--- config.mk ---
export PLATFORM = sky130hd
export DESIGN_NAME = clkdiv_multi
export DESIGN_NICKNAME = d
export VERILOG_FILES = /design/src/rtl/clkdiv_pkg.sv /design/src/rtl/clkdiv_channel.sv /design/src/rtl/clkdiv_multi.sv
export SDC_FILE = /design/constraint.sdc
export NUM_CORES = 1
export LEC_CHECK = 0
export CAP_MARGIN = 20
export CELL_PAD_IN_SITES_DETAIL_PLACEMENT = 0
export CELL_PAD_IN_SITES_GLOBAL_PLACEMENT = 2
export CORE_ASPECT_RATIO = 1.75
export CORE_MARGIN = 2
export CORE_UTILIZATION = 37
export DETAILED_ROUTE_END_ITERATION = 10
export PLACE_DENSITY_LB_ADDON = 0.1
export RECOVER_POWER = 100
export SKIP_LAST_GASP = 1
export SLEW_MARGIN = 20
export SYNTH_ARGS = -nofsm -noshare
export SYNTH_HDL_FRONTEND = slang
export SYNTH_HIERARCHICAL = 1
export SYNTH_SLANG_ARGS = --single-unit
--- constraint.sdc ---
create_clock -name clk -period 3.8 [get_ports clk]
set_input_delay 0.76 -clock clk [delete_from_list [all_inputs] [get_ports clk]]
set_output_delay 0.76 -clock clk [all_outputs]
set_load 0.02 [all_outputs]
--- src/rtl/clkdiv_pkg.sv ---
// Shared widths, reset divisor and per-channel state layout for the clkdiv_multi divider.
package clkdiv_pkg;

   localparam int unsigned CLKDIV_WIDTH_DEF   = 32;
   localparam int unsigned CLKDIV_DEFAULT_DIV = 50_000_000;

   // Fields sized for the widest supported divisor; narrower channels use the low bits.
   typedef struct packed {
      logic [CLKDIV_WIDTH_DEF-1:0] div;
      logic [CLKDIV_WIDTH_DEF-1:0] count;
      logic [CLKDIV_WIDTH_DEF-1:0] shadow;
      logic                        pending;
   } clkdiv_state_t;

endpackage

--- src/rtl/clkdiv_channel.sv ---
// One divider channel: counter, one-deep divisor shadow, wrap-aligned apply, tick/square registers.
module clkdiv_channel
   import clkdiv_pkg::*;
#(
   parameter int unsigned      WIDTH       = CLKDIV_WIDTH_DEF,
   parameter logic [WIDTH-1:0] DEFAULT_DIV = WIDTH'(CLKDIV_DEFAULT_DIV)
) (
   input  logic             clk,
   input  logic             rst_n,
   input  logic             en,
   input  logic             sync,
   input  logic             load,
   input  logic [WIDTH-1:0] load_div,
   output logic             pending,
   output logic             tick,
   output logic             clk_o
);

   localparam int unsigned SW  = CLKDIV_WIDTH_DEF;
   localparam int unsigned WP1 = WIDTH + 1;

   clkdiv_state_t    state_q;
   clkdiv_state_t    state_d;
   logic             tick_q;
   logic             tick_d;
   logic             out_q;
   logic             out_d;
   logic [WIDTH-1:0] div_w;
   logic [WIDTH-1:0] count_w;
   logic [WIDTH-1:0] last_w;
   logic [WIDTH:0]   half_w;
   logic             stopped;
   logic             at_last;
   logic             apply;

   // Next state: a divisor change only lands on a period boundary, disable, sync or while stopped.
   always_comb begin
      div_w   = state_q.div[WIDTH-1:0];
      count_w = state_q.count[WIDTH-1:0];
      last_w  = div_w - WIDTH'(1);
      half_w  = ({1'b0, div_w} + WP1'(1)) >> 1;
      stopped = (div_w == '0);
      at_last = ~stopped & (count_w == last_w);
      apply   = ~en | sync | stopped | at_last;
      tick_d  = en & at_last;
      out_d   = en & ~stopped & ({1'b0, count_w} < half_w);
      state_d = state_q;
      if (apply) begin
         state_d.count   = '0;
         state_d.pending = 1'b0;
         if (load) begin
            state_d.div = SW'(load_div);
         end else if (state_q.pending) begin
            state_d.div = state_q.shadow;
         end
      end else begin
         state_d.count = SW'(count_w + WIDTH'(1));
         if (load) begin
            state_d.shadow  = SW'(load_div);
            state_d.pending = 1'b1;
         end
      end
   end

   always_ff @(posedge clk or negedge rst_n) begin
      if (!rst_n) begin
         state_q <= '{div: SW'(DEFAULT_DIV), count: '0, shadow: '0, pending: 1'b0};
         tick_q  <= 1'b0;
         out_q   <= 1'b0;
      end else begin
         state_q <= state_d;
         tick_q  <= tick_d;
         out_q   <= out_d;
      end
   end

   assign pending = state_q.pending;
   assign tick    = tick_q;
   assign clk_o   = out_q;

endmodule

--- src/rtl/clkdiv_multi.sv ---
// Multi-channel programmable clock divider: config decode, ready mux and sync fan-out.
// Optional CLKDIV_SYNC_EN adds sync_i, a phase-restart strobe for all channels.
module clkdiv_multi
   import clkdiv_pkg::*;
#(
   parameter int unsigned      WIDTH       = CLKDIV_WIDTH_DEF,
   parameter int unsigned      CHANNELS    = 4,
   parameter logic [WIDTH-1:0] DEFAULT_DIV = WIDTH'(CLKDIV_DEFAULT_DIV),
   localparam int unsigned     CW          = (CHANNELS > 1) ? $clog2(CHANNELS) : 1
) (
   input  logic                clk,
   input  logic                rst_n,
`ifdef CLKDIV_SYNC_EN
   input  logic                sync_i,
`endif
   input  logic [CHANNELS-1:0] en_i,
   input  logic                cfg_valid_i,
   output logic                cfg_ready_o,
   input  logic [CW-1:0]       cfg_chan_i,
   input  logic [WIDTH-1:0]    cfg_div_i,
   output logic [CHANNELS-1:0] tick_o,
   output logic [CHANNELS-1:0] clk_o
);

   logic [CHANNELS-1:0] sel;
   logic [CHANNELS-1:0] pending;
   logic [CHANNELS-1:0] load;
   logic                sync_w;

   // Out-of-range channel numbers match no select line, so they are never ready.
   always_comb begin
      sel = '0;
      for (int c = 0; c < int'(CHANNELS); c++) begin
         sel[c] = (cfg_chan_i == CW'(c));
      end
   end

   assign cfg_ready_o = |(sel & ~pending);
   assign load        = {CHANNELS{cfg_valid_i}} & sel & ~pending;

`ifdef CLKDIV_SYNC_EN
   assign sync_w = sync_i;
`else
   assign sync_w = 1'b0;
`endif

   for (genvar g = 0; g < int'(CHANNELS); g++) begin : g_chan
      clkdiv_channel #(
         .WIDTH       (WIDTH),
         .DEFAULT_DIV (DEFAULT_DIV)
      ) u_chan (
         .clk      (clk),
         .rst_n    (rst_n),
         .en       (en_i[g]),
         .sync     (sync_w),
         .load     (load[g]),
         .load_div (cfg_div_i),
         .pending  (pending[g]),
         .tick     (tick_o[g]),
         .clk_o    (clk_o[g])
      );
   end

endmodule
==> impl_metrics.toml <==
[timing]
min_period_over_period_pct = 99.44
hold_viol = 0
setup_viol = 0
clock.fmax_mhz = 264.6
rsz0062_at_grt = "yes"
finalCriticalPeriod_ps = 3779
slew_viol_final = 47
worst_clock_skew_ps = 20.27
holdWs_ps = 492.8
maxSlewHeadroom_pct = -105.6
tightest_slew_ps = 3084

[cts]
path_clk_slew_ps = 60
clock_sinks = 396
worstSkewPairLatency_ps = 610
cts_tree = "yes"
clockBufferDepth = 3
holdBufCountCts = 0
h-tree-depth = 2
clock-root-buffer = "clkbuf_16"
cts_inserted_buffers = 44

[critical_path]
critPathMaxFanout = 25
critPathArrivalTime_ps = 4300
critPathMostFrequentCell = "buf_6"
start_kind = "flip-flop"
slowest_stage = "or4_4"
required_ps = 4320
crit_chain = "buf_6 -> inv_4 -> ha_4 -> or3b_4 -> buf_6 -> or4_4 -> nor4b_4 -> a2bb2oi_1 -> nand4_1 -> or4_4 -> clkbuf_2 -> nand2_2 -> buf_6 -> o2bb2a_1"
crit_type = "flip-flop to flip-flop"
crit_buf_inv = 5
path_delay_family = "simple AND/OR/NAND/NOR gates"
crit_path_end_kind = "flip-flop"
rrSetupSlack_ps = 20
max_stage_delay_ps = 550

[floorplanning]
start_util_pct = 37.19
coreArea_sq_um = 77190
design.die.area_sq_um = 79930
pin_count = 50
die_h_um = 372.5
rows = 135
die_w_um = 214.6

[logic_synthesis]
ys_ff_latch = 396
synthCells = 3220
synthFlopType = "dfrtp_1"
yosys-top-cells-count = "nand2_1 (363), dfrtp_1 (348), nor2_1 (348)"
async_flop_share_pct = 100.0
synthMuxAreaShare_pct = 5.286
synth_seq_area_share_pct = 34.72
syn_area_per_cell_sq_um = 8.917
yosysTopAreaCellShare_pct = 30.33
synthAdderAreaFrac_pct = 5.927
synth.distinct_cells = 96
ys_warn_count = 6
synthesis.area_sq_um = 28710
synth_xor_area_share_pct = 11.65
synthTopCellsByArea = "dfrtp_1 (30%), ha_1 (5.9%), xor2_1 (5.9%), xnor2_1 (5.8%), nand2_1 (4.7%)"
synth-edff-count = 0
synth-simple-area-share_pct = 23.95
synth_top_family_by_area = "simple AND/OR/NAND/NOR gates"
synth_most_common_cell = "nand2_1"
synth_compound_area_share_pct = 13.93
synth_area_leader_cell = "dfrtp_1"

[global_route]
gr-total-overflow = 0
track_usage_pct = 22.57
grt_max_degree = 99
grt_antenna_before_repair = 1
grt_pass1_vias = 24670
grt_pass1_wl_um = 142900

[detailed_routing]
post-route-drc-count = 0
initialDrtViolationCount = 1289
ant_nets = 0
post_drt_wl_per_cell_um = 20.78
wl_um = 91760
vias = 24140
via_per_inst = 5.466
first_pass_iters = 5

[run_status]
status = "complete, but fails checks"
violations = "capacitance limit, slew limit"

[placement]
hpwl_um = 68020
routabilityCongestion = 0.8722
port_buffers = 49

[power_and_ir_drop]
power_mw = 14.78
power_density_nw_per_um2 = 435.7
ir_drop_v = 0.0003286
leakage_nw = 13.88

[min_path]
min_path_type = "flip-flop to flip-flop"

[run]
max-cap-violations = 1

[final_layout]
final_nets = 3530
drive_gt1_share_pct = 19.45
n_fill_cell = 7536
area_delta_synth_final_pct = 18.17
[area by class of cell]
type	instances	area [sq um]	share of cell area (%)
Clock buffer	61	1255	3.699
Inverter	50	190.2	0.5606
Sequential cell	396	9972	29.39
Clock inverter	20	309.0	0.9109
Multi-Input combinational cell	2538	17940	52.87
Timing Repair Buffer	323	2977	8.773
Antenna cell	1	2.502	0.007376
Tap cell	1027	1285	3.787
[layout by cell type (no fill, tap or decap), types with 40 or more instances in the layout]
master and n:
nor4_1 41, o21ai_0 130, nand2_1 363, and3_1 40, xor2_1 192, nand4_1 99, clkbuf_16 50, dfrtp_1 346
o2bb2ai_1 64, nor2b_1 53, nand3_1 104, dfstp_2 48, a21oi_1 76, mux2_2 80, buf_4 228, xnor2_1 186
nor2_1 340, ha_1 135, nor3_1 56, inv_1 49, a21o_1 47
[power by group]
| part | switching [mW] | leakage, nW | internal (mW) | total [mW] |
|---|---|---|---|---|
| Combinational | 2.44 | 8.16 | 2.06 | 4.50 |
| Sequential | 0.608 | 4.96 | 4.94 | 5.55 |
| Clock | 1.94 | 0.759 | 2.80 | 4.73 |
[stage by stage]
step / setup slack [ps] / TNS [ps] / area (sq um) / std cells / util (%)
floorplan: 78.04 / 0 / 28730 / 3225 / -
global placement: -146.1 / -3183 / 31620 / 4307 / 40.96
detailed placement: -221.4 / -9356 / 31620 / 4307 / 40.96
CTS: -7.151 / -7.151 / 33360 / 4395 / 43.21
global route: -257.2 / -23540 / 33930 / 4415 / 43.95
finish: 21.09 / 0 / 33930 / 4416 / 43.95
[kinds of logic after synthesis]
logic type,count (synthesis)
muxes,134
adders and majority gates,136
buffers and inverters,291
DFF,396
and+or+nand+nor,1350
xor gates and xnor gates,382
AOI/OAI and AO/OA,530
other,1
[path summary, 6_finish.rpt]
check	depth (start not counted)	end	from
max reg2reg	14	g_chan[1].u_chan/div_w[14]	g_chan[1].u_chan/div_w[1]
min	1	g_chan[1].u_chan/state_q[5]	g_chan[1].u_chan/state_q[5]
max in group asynchronous	2	g_chan[0].u_chan/count_w[5]	rst_n
min reg2reg	1	g_chan[1].u_chan/state_q[5]	g_chan[1].u_chan/state_q[5]
min in group asynchronous	1	g_chan[1].u_chan/count_w[8]	rst_n
max	14	g_chan[1].u_chan/div_w[14]	g_chan[1].u_chan/div_w[1]
[flip-flops by register name, indices dropped and copies added, names as in the netlist]
name and cells:
g_chan.u_chan/div_w 128, g_chan.u_chan/count_w 128, g_chan.u_chan/tick 4, g_chan.u_chan/pending 4
g_chan.u_chan/clk_o 4, g_chan.u_chan/state_q 128
[what timing repair did]
action	in CTS	in global routing
gates cloned	2	9
endpoints found under the setup margin	88	330
pin swaps	7	30
gates resized for setup	19	99
setup buffers	10	11
[per-layer routing]
layer  vias to the layer above  wire length [um]  global-route usage, %
met5                         -                16                      0
met3                       146              2185                  2.084
met2                       352             47770                  41.68
met1                     11920             37380                  26.28
li1                      11720                 -                      -
met4                         2              4416                  10.62
Note: power is estimated with default switching activity, not from simulation.
